<file path="src/rtl/mdll_lock_seq_if.sv">
// Handshake bundle between the MDLL lock sequencer and its controller / MDLL core.
// The controller side (master) drives the sequence controls and the live mtune word.
// The sequencer side (slave) drives the core enables and the status outputs.
interface mdll_lock_seq_if;
    logic       start;
    logic       stop;
    logic [6:0] mtune_init;
    logic [6:0] mtune_fb;
    logic [1:0] cfg_dith_en;
    logic       core_reset;
    logic       osc_en;
    logic       ext_tune_en;
    logic [6:0] ext_mtune;
    logic       inj_en;
    logic [1:0] dith_en;
    logic       locked;
    logic       lock_lost;
    logic       busy;
    logic [2:0] seq_state;

    modport master (
        output start, stop, mtune_init, mtune_fb, cfg_dith_en,
        input  core_reset, osc_en, ext_tune_en, ext_mtune, inj_en, dith_en,
        input  locked, lock_lost, busy, seq_state
    );

    modport slave (
        input  start, stop, mtune_init, mtune_fb, cfg_dith_en,
        output core_reset, osc_en, ext_tune_en, ext_mtune, inj_en, dith_en,
        output locked, lock_lost, busy, seq_state
    );
endinterface

</file>
<file path="src/rtl/mdll_lock_seq.sv">
// MDLL power-up and lock sequencer (reference-clock domain).
// Walks core reset -> oscillator enable -> external mtune preset -> injection -> closed-loop
// tracking, declares lock from the loop-filter mtune word and enables dither only while locked.
// Optional macro MDLL_LOCK_TIMEOUT_EN adds a TRACK timeout that parks the sequence in FAIL.
module mdll_lock_seq #(
    parameter int unsigned CNT_W       = 16,
    parameter int unsigned RST_CYC     = 16,
    parameter int unsigned OSC_CYC     = 64,
    parameter int unsigned TUNE_CYC    = 256,
    parameter int unsigned LOCK_WIN    = 128,
    parameter int unsigned LOCK_TOL    = 2,
    parameter int unsigned TIMEOUT_CYC = 4096
) (
    input  logic            clk,
    input  logic            rstb,
    mdll_lock_seq_if.slave  bus
);

    typedef enum logic [2:0] {
        StIdle   = 3'd0,
        StRst    = 3'd1,
        StOsc    = 3'd2,
        StPreset = 3'd3,
        StInj    = 3'd4,
        StTrack  = 3'd5,
        StLock   = 3'd6,
        StFail   = 3'd7
    } state_e;

    state_e           state_q, state_d;
    logic [CNT_W-1:0] timer_q, timer_d;
    logic [CNT_W-1:0] win_q, win_d;
    logic [6:0]       ref_q, ref_d;
    logic [6:0]       ext_mtune_q, ext_mtune_d;
    logic             lock_lost_q, lock_lost_d;
    logic             core_reset_q, core_reset_d;
    logic             osc_en_q, osc_en_d;
    logic             ext_tune_en_q, ext_tune_en_d;
    logic             inj_en_q, inj_en_d;
    logic [1:0]       dith_en_q, dith_en_d;
    logic             locked_q, locked_d;
    logic             busy_q, busy_d;
    logic [7:0]       diff;
    logic             in_tol;
    logic             start_ok;
`ifdef MDLL_LOCK_TIMEOUT_EN
    logic [CNT_W-1:0] tmo_q, tmo_d;
`endif

    // State, timers and registered outputs; rstb clears everything asynchronously.
    always_ff @(posedge clk or negedge rstb) begin
        if (!rstb) begin
            state_q       <= StIdle;
            timer_q       <= '0;
            win_q         <= '0;
            ref_q         <= '0;
            ext_mtune_q   <= '0;
            lock_lost_q   <= 1'b0;
            core_reset_q  <= 1'b1;
            osc_en_q      <= 1'b0;
            ext_tune_en_q <= 1'b0;
            inj_en_q      <= 1'b0;
            dith_en_q     <= 2'b00;
            locked_q      <= 1'b0;
            busy_q        <= 1'b0;
`ifdef MDLL_LOCK_TIMEOUT_EN
            tmo_q         <= '0;
`endif
        end else begin
            state_q       <= state_d;
            timer_q       <= timer_d;
            win_q         <= win_d;
            ref_q         <= ref_d;
            ext_mtune_q   <= ext_mtune_d;
            lock_lost_q   <= lock_lost_d;
            core_reset_q  <= core_reset_d;
            osc_en_q      <= osc_en_d;
            ext_tune_en_q <= ext_tune_en_d;
            inj_en_q      <= inj_en_d;
            dith_en_q     <= dith_en_d;
            locked_q      <= locked_d;
            busy_q        <= busy_d;
`ifdef MDLL_LOCK_TIMEOUT_EN
            tmo_q         <= tmo_d;
`endif
        end
    end

    // Next state, lock window bookkeeping, and outputs decoded from the next state.
    always_comb begin
        state_d     = state_q;
        timer_d     = timer_q + 1'b1;
        win_d       = win_q;
        ref_d       = ref_q;
        ext_mtune_d = ext_mtune_q;
        lock_lost_d = lock_lost_q;
        start_ok    = 1'b0;
`ifdef MDLL_LOCK_TIMEOUT_EN
        tmo_d       = (state_q == StTrack) ? tmo_q + 1'b1 : tmo_q;
`endif
        // Rail values of mtune_fb need no special case: the 8-bit difference cannot wrap.
        diff   = ({1'b0, bus.mtune_fb} >= {1'b0, ref_q}) ?
                 ({1'b0, bus.mtune_fb} - {1'b0, ref_q}) :
                 ({1'b0, ref_q} - {1'b0, bus.mtune_fb});
        in_tol = (diff <= 8'(LOCK_TOL));

        if (bus.stop) begin
            state_d = StIdle;
        end else begin
            case (state_q)
                StRst:    if (timer_q == CNT_W'(RST_CYC - 1))  state_d = StOsc;
                StOsc:    if (timer_q == CNT_W'(OSC_CYC - 1))  state_d = StPreset;
                StPreset: if (timer_q == CNT_W'(TUNE_CYC - 1)) state_d = StInj;
                StInj:    if (timer_q == CNT_W'(OSC_CYC - 1))  state_d = StTrack;
                StTrack: begin
`ifdef MDLL_LOCK_TIMEOUT_EN
                    // The timeout runs on total TRACK time, not on the in-tolerance window.
                    if (tmo_q == CNT_W'(TIMEOUT_CYC - 1)) begin
                        state_d     = StFail;
                        lock_lost_d = 1'b1;
                    end else
`endif
                    if (!in_tol) begin
                        ref_d = bus.mtune_fb;
                        win_d = '0;
                    end else if (win_q == CNT_W'(LOCK_WIN - 1)) begin
                        state_d = StLock;
                    end else begin
                        win_d = win_q + 1'b1;
                    end
                end
                StLock: begin
                    if (!in_tol) begin
                        state_d     = StTrack;
                        lock_lost_d = 1'b1;
                    end
                end
                // IDLE, FAIL, and encoding 7 when the timeout is compiled out.
                default: begin
                    if (bus.start) begin
                        state_d  = StRst;
                        start_ok = 1'b1;
                    end
                end
            endcase
        end

        if (start_ok) begin
            ext_mtune_d = bus.mtune_init;
            lock_lost_d = 1'b0;
        end

        if (state_d != state_q) begin
            timer_d = '0;
        end

        // Fresh reference and window whenever TRACK is (re)entered, including from LOCK.
        if ((state_d == StTrack) && (state_q != StTrack)) begin
            ref_d = bus.mtune_fb;
            win_d = '0;
`ifdef MDLL_LOCK_TIMEOUT_EN
            tmo_d = '0;
`endif
        end

        core_reset_d  = state_d inside {StIdle, StRst, StFail};
        osc_en_d      = state_d inside {StOsc, StPreset, StInj, StTrack, StLock};
        ext_tune_en_d = state_d inside {StPreset, StInj};
        inj_en_d      = state_d inside {StInj, StTrack, StLock};
        locked_d      = (state_d == StLock);
        dith_en_d     = (state_d == StLock) ? bus.cfg_dith_en : 2'b00;
        busy_d        = (state_d != StIdle);
    end

    assign bus.core_reset  = core_reset_q;
    assign bus.osc_en      = osc_en_q;
    assign bus.ext_tune_en = ext_tune_en_q;
    assign bus.ext_mtune   = ext_mtune_q;
    assign bus.inj_en      = inj_en_q;
    assign bus.dith_en     = dith_en_q;
    assign bus.locked      = locked_q;
    assign bus.lock_lost   = lock_lost_q;
    assign bus.busy        = busy_q;
    assign bus.seq_state   = state_q;

endmodule
</file>
<file path="src/flat_wrapper.sv">
// flat-port wrapper written by rule: the top's interface ports become plain ports
module mdll_lock_seq_flat 
#(
    parameter int unsigned CNT_W       = 16,
    parameter int unsigned RST_CYC     = 16,
    parameter int unsigned OSC_CYC     = 64,
    parameter int unsigned TUNE_CYC    = 256,
    parameter int unsigned LOCK_WIN    = 128,
    parameter int unsigned LOCK_TOL    = 2,
    parameter int unsigned TIMEOUT_CYC = 4096
)
  (clk, rstb, bus_start, bus_stop, bus_mtune_init, bus_mtune_fb, bus_cfg_dith_en, bus_core_reset, bus_osc_en, bus_ext_tune_en, bus_ext_mtune, bus_inj_en, bus_dith_en, bus_locked, bus_lock_lost, bus_busy, bus_seq_state);
  mdll_lock_seq_if bus_i ();
  input  logic clk;
  input  logic rstb;
  input wire logic [$bits(bus_i.start)-1:0] bus_start;
  input wire logic [$bits(bus_i.stop)-1:0] bus_stop;
  input wire logic [$bits(bus_i.mtune_init)-1:0] bus_mtune_init;
  input wire logic [$bits(bus_i.mtune_fb)-1:0] bus_mtune_fb;
  input wire logic [$bits(bus_i.cfg_dith_en)-1:0] bus_cfg_dith_en;
  output wire logic [$bits(bus_i.core_reset)-1:0] bus_core_reset;
  output wire logic [$bits(bus_i.osc_en)-1:0] bus_osc_en;
  output wire logic [$bits(bus_i.ext_tune_en)-1:0] bus_ext_tune_en;
  output wire logic [$bits(bus_i.ext_mtune)-1:0] bus_ext_mtune;
  output wire logic [$bits(bus_i.inj_en)-1:0] bus_inj_en;
  output wire logic [$bits(bus_i.dith_en)-1:0] bus_dith_en;
  output wire logic [$bits(bus_i.locked)-1:0] bus_locked;
  output wire logic [$bits(bus_i.lock_lost)-1:0] bus_lock_lost;
  output wire logic [$bits(bus_i.busy)-1:0] bus_busy;
  output wire logic [$bits(bus_i.seq_state)-1:0] bus_seq_state;
  assign bus_i.start = bus_start;
  assign bus_i.stop = bus_stop;
  assign bus_i.mtune_init = bus_mtune_init;
  assign bus_i.mtune_fb = bus_mtune_fb;
  assign bus_i.cfg_dith_en = bus_cfg_dith_en;
  assign bus_core_reset = bus_i.core_reset;
  assign bus_osc_en = bus_i.osc_en;
  assign bus_ext_tune_en = bus_i.ext_tune_en;
  assign bus_ext_mtune = bus_i.ext_mtune;
  assign bus_inj_en = bus_i.inj_en;
  assign bus_dith_en = bus_i.dith_en;
  assign bus_locked = bus_i.locked;
  assign bus_lock_lost = bus_i.lock_lost;
  assign bus_busy = bus_i.busy;
  assign bus_seq_state = bus_i.seq_state;
  mdll_lock_seq #(.CNT_W(CNT_W), .RST_CYC(RST_CYC), .OSC_CYC(OSC_CYC), .TUNE_CYC(TUNE_CYC), .LOCK_WIN(LOCK_WIN), .LOCK_TOL(LOCK_TOL), .TIMEOUT_CYC(TIMEOUT_CYC)) u_core (.clk(clk), .rstb(rstb), .bus(bus_i));
endmodule
</file>
<file path="config.mk">
export PLATFORM = sky130hd
export DESIGN_NAME = mdll_lock_seq_flat
export DESIGN_NICKNAME = d
export VERILOG_FILES = /design/src/rtl/mdll_lock_seq_if.sv /design/src/rtl/mdll_lock_seq.sv /design/src/flat_wrapper.sv
export SDC_FILE = /design/constraint.sdc
export NUM_CORES = 1
export LEC_CHECK = 0
export CAP_MARGIN = 20
export CELL_PAD_IN_SITES_DETAIL_PLACEMENT = 1
export CELL_PAD_IN_SITES_GLOBAL_PLACEMENT = 2
export CORE_MARGIN = 3
export CORE_UTILIZATION = 32
export CTS_CLUSTER_DIAMETER = 100
export CTS_CLUSTER_SIZE = 8
export DETAILED_ROUTE_END_ITERATION = 16
export GPL_ROUTABILITY_DRIVEN = 0
export HOLD_SLACK_MARGIN = 0.05
export MAX_ROUTING_LAYER = met4
export PLACE_DENSITY_LB_ADDON = 0.1
export SYNTH_ARGS = -nofsm -noshare
export SYNTH_HDL_FRONTEND = slang
export SYNTH_SLANG_ARGS = --single-unit
</file>
<file path="constraint.sdc">
create_clock -name clk -period 3.4 [get_ports clk]
set_clock_uncertainty 0.2 [all_clocks]
set_input_delay 0.68 -clock clk [delete_from_list [all_inputs] [get_ports clk]]
set_output_delay 0.68 -clock clk [all_outputs]
set_load 0.005 [all_outputs]
</file>
# After elaboration in Yosys (flattened, before gate mapping)
# Index checks and enable logic that the tools add are counted.
[totals]
input_bits = 20
output_inout_bits = 19
reg_bits = 58
word_cells = 85
[op_classes]
magnitude_cmp = 2
reduce_logical = 13
n_addsub = 4
n_eq_ne = 24
n_mux = 29
[op_table]
columns = ["cell", "n"]
rows = [
  ["2-to-1 mux 16 bit", 6],
  ["adder 16 x 1 -> 16 bit (second input constant)", 2],
  ["2-to-1 mux 7 bit", 4],
  ["2-to-1 mux 3 bit", 9],
  ["== test 3 bit (second input constant)", 7],
  ["one-hot mux 3 bit (6 select lines)", 1],
  ["== test 16 x 4 -> 1 bit (second input constant)", 1],
  ["== test 16 x 6 -> 1 bit (second input constant)", 1],
  ["== test 16 x 7 -> 1 bit (second input constant)", 1],
  ["== test 16 x 8 -> 1 bit (second input constant)", 1],
  ["subtractor 7 x 7 -> 8 bit", 2],
  ["== test 3 x 2 -> 1 bit (second input constant)", 4],
  ["AND reduction 3 bit", 3],
  ["nonzero test 3 bit", 3],
  ["<= comparator 8 x 2 -> 1 bit (second input constant)", 1],
  ["2-to-1 mux 8 bit", 1],
  [">= comparator 7 bit", 1],
  ["2-to-1 mux 1 bit", 7],
  ["== test 3 x 1 -> 1 bit (second input constant)", 2],
  ["inequality test 3 bit (second input constant)", 2],
  ["nonzero test 2 bit", 3],
  ["OR reduction 6 bit", 1],
  ["nonzero test 5 bit", 1],
  ["inequality test 2 x 1 -> 1 bit (second input constant)", 2],
  ["other kinds (5)", 6],
]

# Depth between registers and ports, before layout
# Gate-level depths: netlist of run 1.
[depth]
ltp_word = 10
ltp_mapped = 14
mapped_depth_nobuf = 12

# Worst setup path after synthesis of run 1
# No wires, ideal clock.
[synth_path]
kind = "input-to-reg"
start = "in bus_mtune_fb[0]"
end = "reg u_core.osc_en_q, in the netlist u_core.bus.osc_en"
slack_ns = -0.289
arrival_ns = 3.361
setup_time_ns = 0.128
path_buffers = 1
required_time_ns = 3.072
path_stages = 12
cell_sequence = "ha_1 > fa_1 > and2b_1 > o221ai_2 > a311oi_1 > nand3b_1 > or4b_1 > buf_2 > a21oi_2 > o21ai_1 > inv_2 > mux2_1"
[synth_between]
elab_chain_len = 8
word_cells_on_any_way = 15
classes_between = "add/sub: 2; order compare: 2; eq/ne: 5; mux: 5; reduce/logical: 1"
[synth_lines]
columns = ["element", "line_no", "rtl"]
rows = [
  ["start, declared", "flat_wrapper.sv:19", "input wire logic [$bits(bus_i.mtune_fb)-1:0] bus_mtune_fb;"],
  ["subtractor 7 x 7 -> 8 bit (tied with other cells)", "mdll_lock_seq.sv:104", "({1'b0, ref_q} - {1'b0, bus.mtune_fb});"],
  ["2-to-1 mux 8 bit *", "mdll_lock_seq.sv:102", "diff = ({1'b0, bus.mtune_fb} >= {1'b0, ref_q}) ?"],
  ["<= comparator 8 x 2 -> 1 bit *", "mdll_lock_seq.sv:105", "in_tol = (diff <= 8'(LOCK_TOL));"],
  ["2-to-1 mux 3 bit, on equally long branches", "mdll_lock_seq.sv:133, mdll_lock_seq.sv:123", ""],
  ["one-hot mux 3 bit (6 select lines) *", "mdll_lock_seq.sv:110", "case (state_q)"],
  ["2-to-1 mux 3 bit *", "mdll_lock_seq.sv:107", "if (bus.stop) begin"],
  ["net u_core.state_d[1]", "mdll_lock_seq.sv:30", "state_e state_q, state_d;"],
  ["== test 3 x 2 -> 1 bit / == test 3 bit (equally long branches)", "mdll_lock_seq.sv:167", "osc_en_d = state_d inside {StOsc, StPreset, StInj, StTrack, StLock};"],
  ["nonzero test 5 bit *", "mdll_lock_seq.sv:167", ""],
  ["net u_core.osc_en_d", "mdll_lock_seq.sv:37", "logic osc_en_q, osc_en_d;"],
  ["end signal, assigned", "mdll_lock_seq.sv:77", "osc_en_q <= osc_en_d;"],
  ["end, declared", "mdll_lock_seq.sv:37", ""],
]
# Mark *: on every way through the listed nets, which the timed path passes. The rest lies on a longest branch.
# A chain may end at the register's enable or synchronous reset.

# Final worst setup path of run 1
[layout_path]
start = "in bus_mtune_fb[0]"
end = "reg u_core.timer_q[14]"
[layout_between]
elab_chain_len = 8
word_cells_on_any_way = 11
classes_between = "add/sub: 2; order compare: 2; eq/ne: 1; mux: 6"
[layout_lines]
columns = ["element", "line_no", "rtl"]
rows = [
  ["subtractor 7 x 7 -> 8 bit (tied with other cells)", "mdll_lock_seq.sv:104", ""],
  ["2-to-1 mux 8 bit *", "mdll_lock_seq.sv:102", ""],
  ["<= comparator 8 x 2 -> 1 bit *", "mdll_lock_seq.sv:105", ""],
  ["2-to-1 mux 3 bit, on equally long branches", "mdll_lock_seq.sv:133, mdll_lock_seq.sv:123", ""],
  ["one-hot mux 3 bit (6 select lines) *", "mdll_lock_seq.sv:110", ""],
  ["2-to-1 mux 3 bit *", "mdll_lock_seq.sv:107", ""],
  ["net u_core.state_d[0]", "mdll_lock_seq.sv:30", ""],
  ["inequality test 3 bit *", "mdll_lock_seq.sv:153", "if (state_d != state_q) begin"],
  ["2-to-1 mux 16 bit *", "mdll_lock_seq.sv:153", ""],
  ["net u_core.timer_d[14]", "mdll_lock_seq.sv:31", "logic [CNT_W-1:0] timer_q, timer_d;"],
  ["end signal, assigned", "mdll_lock_seq.sv:71", "timer_q <= timer_d;"],
  ["end, declared", "mdll_lock_seq.sv:31", ""],
]
# Marks and branches as above.

==> flow_metrics.env, run 1 <==
export IMPL_status="complete, no violations"
export IMPL_ir_drop_mv=0.2882
export IMPL_synth_seq_area_share_pct=39.86
export IMPL_grt_max_degree=44
export IMPL_die_h_um=112.7
export IMPL_synth_seq_cells=58
export IMPL_final_max_slew_viol_count=0
export IMPL_antenna_found_initial=0
export IMPL_use_met3_pct=3.850
export IMPL_grt_setup_unrepaired="yes"
export IMPL_synth_area_leaders="dfrtp_1 (39%), ha_1 (5.5%), a21oi_1 (5.4%)"
export IMPL_yosys_most_used_dff="dfrtp_1"
export IMPL_tightest_slew_ps=535.1
export IMPL_clock_sinks=58
export IMPL_max_slew_margin_pct=64.00
export IMPL_setup_viol=0
export IMPL_synth_top_area_share_pct=39.13
export IMPL_dpl_worst_slack_ps=-846.4
export IMPL_end_kind="flip-flop"
export IMPL_crit_fanout=8
export IMPL_required_ps=3450
export IMPL_route_detailed_drc=0
export IMPL_insertedDiodeCount=0
export IMPL_synth_top_area_cell="dfrtp_1"
export IMPL_syn_nets=426
export IMPL_dp_hpwl_um=7606
export IMPL_busiest_layer="met2"
export IMPL_area_growth_pct=44.18
export IMPL_io_pins=39
export IMPL_fin_ws_ps=28.65
export IMPL_dieArea_um2=12710
export IMPL_grt_first_pass_wirelength_um=18490
export IMPL_async_flop_share_pct=100.0
export IMPL_yosys_warnings=0
export IMPL_finalNonFillerCells=633
export IMPL_synthCells=388
export IMPL_ys_types=68
export IMPL_power_density_nw_per_um2=834.4
export IMPL_clockBufferDepth=2
export IMPL_grt_pass1_vias=3571
export IMPL_firstDrtPassIters=4
export IMPL_grt_overflow=0
export IMPL_routed_wirelength_um=11180
export IMPL_fin_nets=526
export IMPL_rows=38
export IMPL_cellLeakagePower_nw=2.208
export IMPL_whs_ps=108.6
export IMPL_die_w_um=112.7
export IMPL_port_buffers=38
export IMPL_hold_path_class="in -> async"
export IMPL_met1_usage_pct=24.48
export IMPL_start_util_pct=33.19
export IMPL_htree_levels=3
export IMPL_synth_edf_count=0
export IMPL_critPathLaunchType="primary input"
export IMPL_via_per_inst=5.295
export IMPL_arrival_ps=3420
export IMPL_finalHoldViolations=0
export IMPL_cts_tree="done"
export IMPL_dp_cells=605
export IMPL_cts_hold_buf=0
export IMPL_vias=3352
export IMPL_fin_tns_setup_ps=0
export IMPL_avgRoutedWirePerCell_um=17.66
export IMPL_p_total_mw=4.385
export IMPL_fmax_ghz=0.2966
export IMPL_insertion_delay_ps=320
export IMPL_min_period_ps=3371
export IMPL_track_usage_pct=18.61
export IMPL_final_antenna_net_count=0
export IMPL_worstSetupPathType="in -> reg"
export IMPL_drt_iter0_drc=139
export IMPL_grt_util_met2_pct=29.19
export IMPL_finalCritPeriodShare_pct=99.16
export IMPL_path_clk_slew_ps=50
export IMPL_numCtsBuffers=9
export IMPL_avgSynthCellArea_um2=9.394
export IMPL_cap_violations=0
export IMPL_ctsRootBufferMaster="clkbuf_16"
export IMPL_core_area_um2=10980
export IMPL_syn_area_um2=3645
export IMPL_drive_gt1_share_pct=31.24
-- final timing paths --
| check | startpoint | end | slack (ps) | depth (start not counted) |
|---|---|---|---|---|
| worst max register to register | u_core.ref_q[0] | u_core.timer_q[14] | 50 | 13 |
| worst min-delay path | rstb | u_core.win_q[4] | 110 | 1 |
| worst min register to register | u_core.bus.ext_mtune[4] | u_core.bus.ext_mtune[4] | 300 | 1 |
| max in group asynchronous | rstb | u_core.timer_q[5] | 2070 | 3 |
| min in group clk | u_core.bus.ext_mtune[4] | u_core.bus.ext_mtune[4] | 300 | 1 |
| worst max-delay path | bus_mtune_fb[0] | u_core.timer_q[14] | 30 | 12 |
-- metal layers --
metal,wire length [µm],part of all wire (%),vias to the layer above
met1,5398,48,1675
met2,5254,47,52
met3,378,3.4,9
li1,-,-,1616
met4,148,1.3,0
met5,0,0,-
-- registers in the layout, indices dropped and copies added (netlist names) --
| signal | flops |
|---|---|
| u_core.win_q | 16 |
| u_core.timer_q | 16 |
| u_core.bus.seq_state | 3 |
| u_core.bus.locked | 1 |
| u_core.bus.ext_tune_en | 1 |
| u_core.bus.core_reset | 1 |
| u_core.bus.inj_en | 1 |
| u_core.bus.busy | 1 |
| u_core.bus.lock_lost | 1 |
| u_core.bus.ext_mtune | 7 |
| u_core.bus.dith_en | 2 |
| u_core.ref_q | 7 |
| u_core.bus.osc_en | 1 |
-- cells in the final DEF, fill, tap and decap left out, drive strengths merged, types with 4 or more instances in the layout --
cell / instances
a21oi: 42
a31oi: 5
and2: 4
and3: 7
buf: 68
clkbuf: 14
clkdlybuf4s50: 30
dfrtp: 57
dlygate4sd2: 5
ha: 16
inv: 27
mux2: 8
mux2i: 11
nand2: 17
nand2b: 5
nand3: 28
nand3b: 5
nand4: 4
nor2: 15
nor3: 25
nor4: 5
o211ai: 4
o21ai: 20
or3: 6
or4: 4
xnor2: 6
xor2: 9
-- layout make-up --
cell class | count | area [µm²]
inverter | 28 | 105.1
multi-input combinational | 287 | 2222
tap | 140 | 175.2
clock inverter | 3 | 68.82
sequential | 58 | 1453
clock buffer | 13 | 280.3
timing repair buffer | 104 | 950.9
fill | 1250 | 5728
-- cell usage after synthesis (all sizes together), types with 5 or more instances --
| cell type | n |
|---|---|
| or3 | 6 |
| clkbuf | 7 |
| dfrtp | 57 |
| nand2b | 5 |
| nand3 | 28 |
| nand2 | 17 |
| a21oi | 42 |
| inv | 27 |
| mux2i | 11 |
| nand3b | 5 |
| nor4 | 5 |
| mux2 | 8 |
| nor3 | 25 |
| buf | 10 |
| xnor2 | 6 |
| o21ai | 20 |
| ha | 16 |
| xor2 | 9 |
| and3 | 7 |
| a31oi | 5 |
| nor2 | 15 |
-- stage by stage --
step,area (µm²),util [%]
global placement,4561,41.52
detailed placement,4572,41.63
floorplan,3694,-
finish,5255,47.85
CTS,5159,46.97
global route,5255,47.85
-- report_power, final --
part	switching, mW	total [mW]	internal [mW]
combinational	1.18	2.38	1.20
clock	0.330	1.05	0.723
sequential	0.110	0.948	0.837
total	1.62	4.38	2.77
-- cell families after synthesis --
| logic type | share of synthesized area, % |
|---|---|
| simple gates | 22.42 |
| mux | 5.493 |
| fa+ha+maj | 6.591 |
| compound gates | 16.62 |
| buf+inv | 5.424 |
| flops | 39.86 |
| xor+xnor | 3.605 |
-- critical path, stage by stage --
cell and delay [ps]:
buf_6 100, ha_4 150, fa_2 340, and2b_1 230
o221ai_2 110, a311oi_1 210, nand3b_1 130, or4b_4 600
a22o_4 300, o22a_4 270, buf_6 140, nor3_2 150
-- what timing repair did --
action,in CTS,in global routing
gates resized for setup,45,16
endpoints found under the setup margin,48,46
gates cloned,2,1
pin swaps,20,10
setup buffers,8,1
(Power assumes the default switching activity.)
==> run 2, diff against run 1 <==
- CTS_BUF_LIST: default -> sky130_fd_sc_hd__clkbuf_8 sky130_fd_sc_hd__clkbuf_16
- clock period: 3.4 -> 3.1 ns (I/O delays scaled with it)
==> flow_metrics.env, run 2 (same netlist as run 1, synthesis figures left out) <==
export IMPL_r2r_end="u_core.timer_q[10]"
export IMPL_setup_viol=47
export IMPL_cap_violations=0
export IMPL_hold_path_class="in -> async"
export IMPL_cellLeakagePower_nw=2.370
export IMPL_die_h_um=112.7
export IMPL_dpl_worst_slack_ps=-1107
export IMPL_r2r_cells=12
export IMPL_required_ps=3150
export IMPL_route_detailed_drc=0
export IMPL_arrival_ps=3440
export IMPL_drive_gt1_share_pct=38.27
export IMPL_clock_sinks=58
export IMPL_final_common_cell="buf_4"
export IMPL_r2r_start="u_core.ref_q[0]"
export IMPL_area_growth_pct=54.89
export IMPL_stdcell_area_um2=5645
export IMPL_insertion_delay_ps=330
export IMPL_crit_fanout=13
export IMPL_finalHoldViolations=0
export IMPL_fmax_ghz=0.2952
export IMPL_firstDrtPassIters=4
export IMPL_tightest_slew_ps=701.0
export IMPL_dp_hpwl_um=7882
export IMPL_grt_max_degree=33
export IMPL_post_route_util_pct=51.40
export IMPL_p_total_mw=4.857
export IMPL_ir_drop_mv=0.4170
export IMPL_port_buffers=38
export IMPL_finalCritPeriodShare_pct=109.3
export IMPL_via_per_inst=5.270
export IMPL_dpl_cell_area_um2=4746
export IMPL_numCtsBuffers=9
export IMPL_final_antenna_net_count=0
export IMPL_antenna_found_initial=0
export IMPL_power_density_nw_per_um2=860.4
export IMPL_dieArea_um2=12710
export IMPL_core_area_um2=10980
export IMPL_max_stage_delay_ps=480
export IMPL_avgRoutedWirePerCell_um=17.78
export IMPL_drt_iter0_drc=123
export IMPL_grt_first_pass_wirelength_um=19370
export IMPL_end_kind="flip-flop"
export IMPL_critPathLaunchType="primary input"
export IMPL_critPathBufInv=4
export IMPL_violations="negative setup slack"
export IMPL_grt_overflow=0
export IMPL_path_clk_slew_ps=50
export IMPL_top_regs="u_core.timer_q: 16 flops, u_core.win_q: 16 flops"
export IMPL_io_pins=39
export IMPL_max_slew_margin_pct=53.27
export IMPL_rows=38
export IMPL_cp_slowest_cell="clkdlybuf4s50_1"
export IMPL_cp_top_family="simple AND/OR/NAND/NOR gates"
export IMPL_track_usage_pct=19.22
export IMPL_crit_chain="clkdlybuf4s50_1 > inv_1 > ha_4 > buf_6 > mux2i_1 > a21oi_1 > o2111ai_2 > or3_4 > buf_6 > and2_4 > or4_4 > a21oi_2"
export IMPL_clockBufferDepth=2
export IMPL_cts_tree="done"
export IMPL_grt_setup_unrepaired="yes"
export IMPL_status="finished with violations"
export IMPL_fin_ws_ps=-287.5
export IMPL_ctsRootBufferMaster="clkbuf_16"
export IMPL_final_max_slew_viol_count=0
export IMPL_htree_levels=3
export IMPL_fin_nets=553
export IMPL_vias=3478
export IMPL_start_util_pct=33.19
export IMPL_critical_path_most_common_cell="buf_6"
export IMPL_worstSetupPathType="in -> reg"
export IMPL_grt_pass1_vias=3941
export IMPL_layout_common_cells="buf_4 (70), dfrtp_1 (57), clkdlybuf4s50_1 (31), a21oi_1 (24), inv_1 (23)"
export IMPL_fin_tns_setup_ps=-10900
export IMPL_die_w_um=112.7
export IMPL_min_period_ps=3387
export IMPL_reg2reg_slack_ps=-280
export IMPL_insertedDiodeCount=0
export IMPL_routed_wirelength_um=11730
run 2: changes by cell type in the layout (fill, tap and decap cells not counted), moves of 3 or more:
cell,delta
a21oi_4,+3
buf_4,+15
o21ai_0,-4
a21oi_2,+6
o21ai_1,+4
nand3_2,+4
buf_6,+9
a21oi_1,-9
inv_1,+3
nand3_1,-6
run 2: metal layers:
metal	global-route usage [%]	wire length (µm)	part of all wire, %
met1	23.07	5335	45
met2	32.58	5827	50
met3	4.118	344	2.9
met4	5.609	227	1.9
met5	-	0	0
run 2: area by class of cell:
| cell class | instances | area (µm²) |
|---|---|---|
| clock inverters | 5 | 46.29 |
| multi-input cells | 287 | 2402 |
| well taps | 140 | 175.2 |
| inverters | 28 | 105.1 |
| flip-flops and latches | 58 | 1453 |
| fillers | 1218 | 5338 |
| repair buffers | 131 | 1211 |
| clock buffers | 11 | 252.7 |
run 2: how the worst max path moves through the flow:
stage	start	to	slack, ps	cells past startpoint
after floorplan	bus_mtune_fb[0]	u_core.win_q[15]	-340	12
after global placement	bus_mtune_fb[0]	u_core.timer_q[1]	-1030	12
after detailed placement	bus_mtune_fb[0]	u_core.timer_q[1]	-1110	12
after CTS	u_core.ref_q[0]	u_core.win_q[12]	-410	12
after global routing	u_core.ref_q[0]	u_core.bus.osc_en	-430	13
final	bus_mtune_fb[4]	u_core.win_q[8]	-290	12
run 2: metrics by stage:
step | hold slack, ps | std cells
2_1_floorplan | 124.4 | 388
3_3_place_gp | 288.5 | 622
3_5_place_dp | 291.8 | 623
4_1_cts | 158.5 | 657
5_1_grt | 177.1 | 660
6_report | 138.8 | 660
run 2: power by group:
part	total [mW]	internal, mW	switching (mW)
Sequential	1.02	0.919	0.0992
Clock	1.01	0.655	0.353
Combinational	2.83	1.43	1.40
Total	4.86	3.01	1.85
run 2: timing repair:
item,in CTS,in global routing
endpoints found under the setup margin,49,49
hold buffers,0,0
gates resized for setup,65,38
cloned,2,1
setup buffers,17,3
pin swaps,32,25
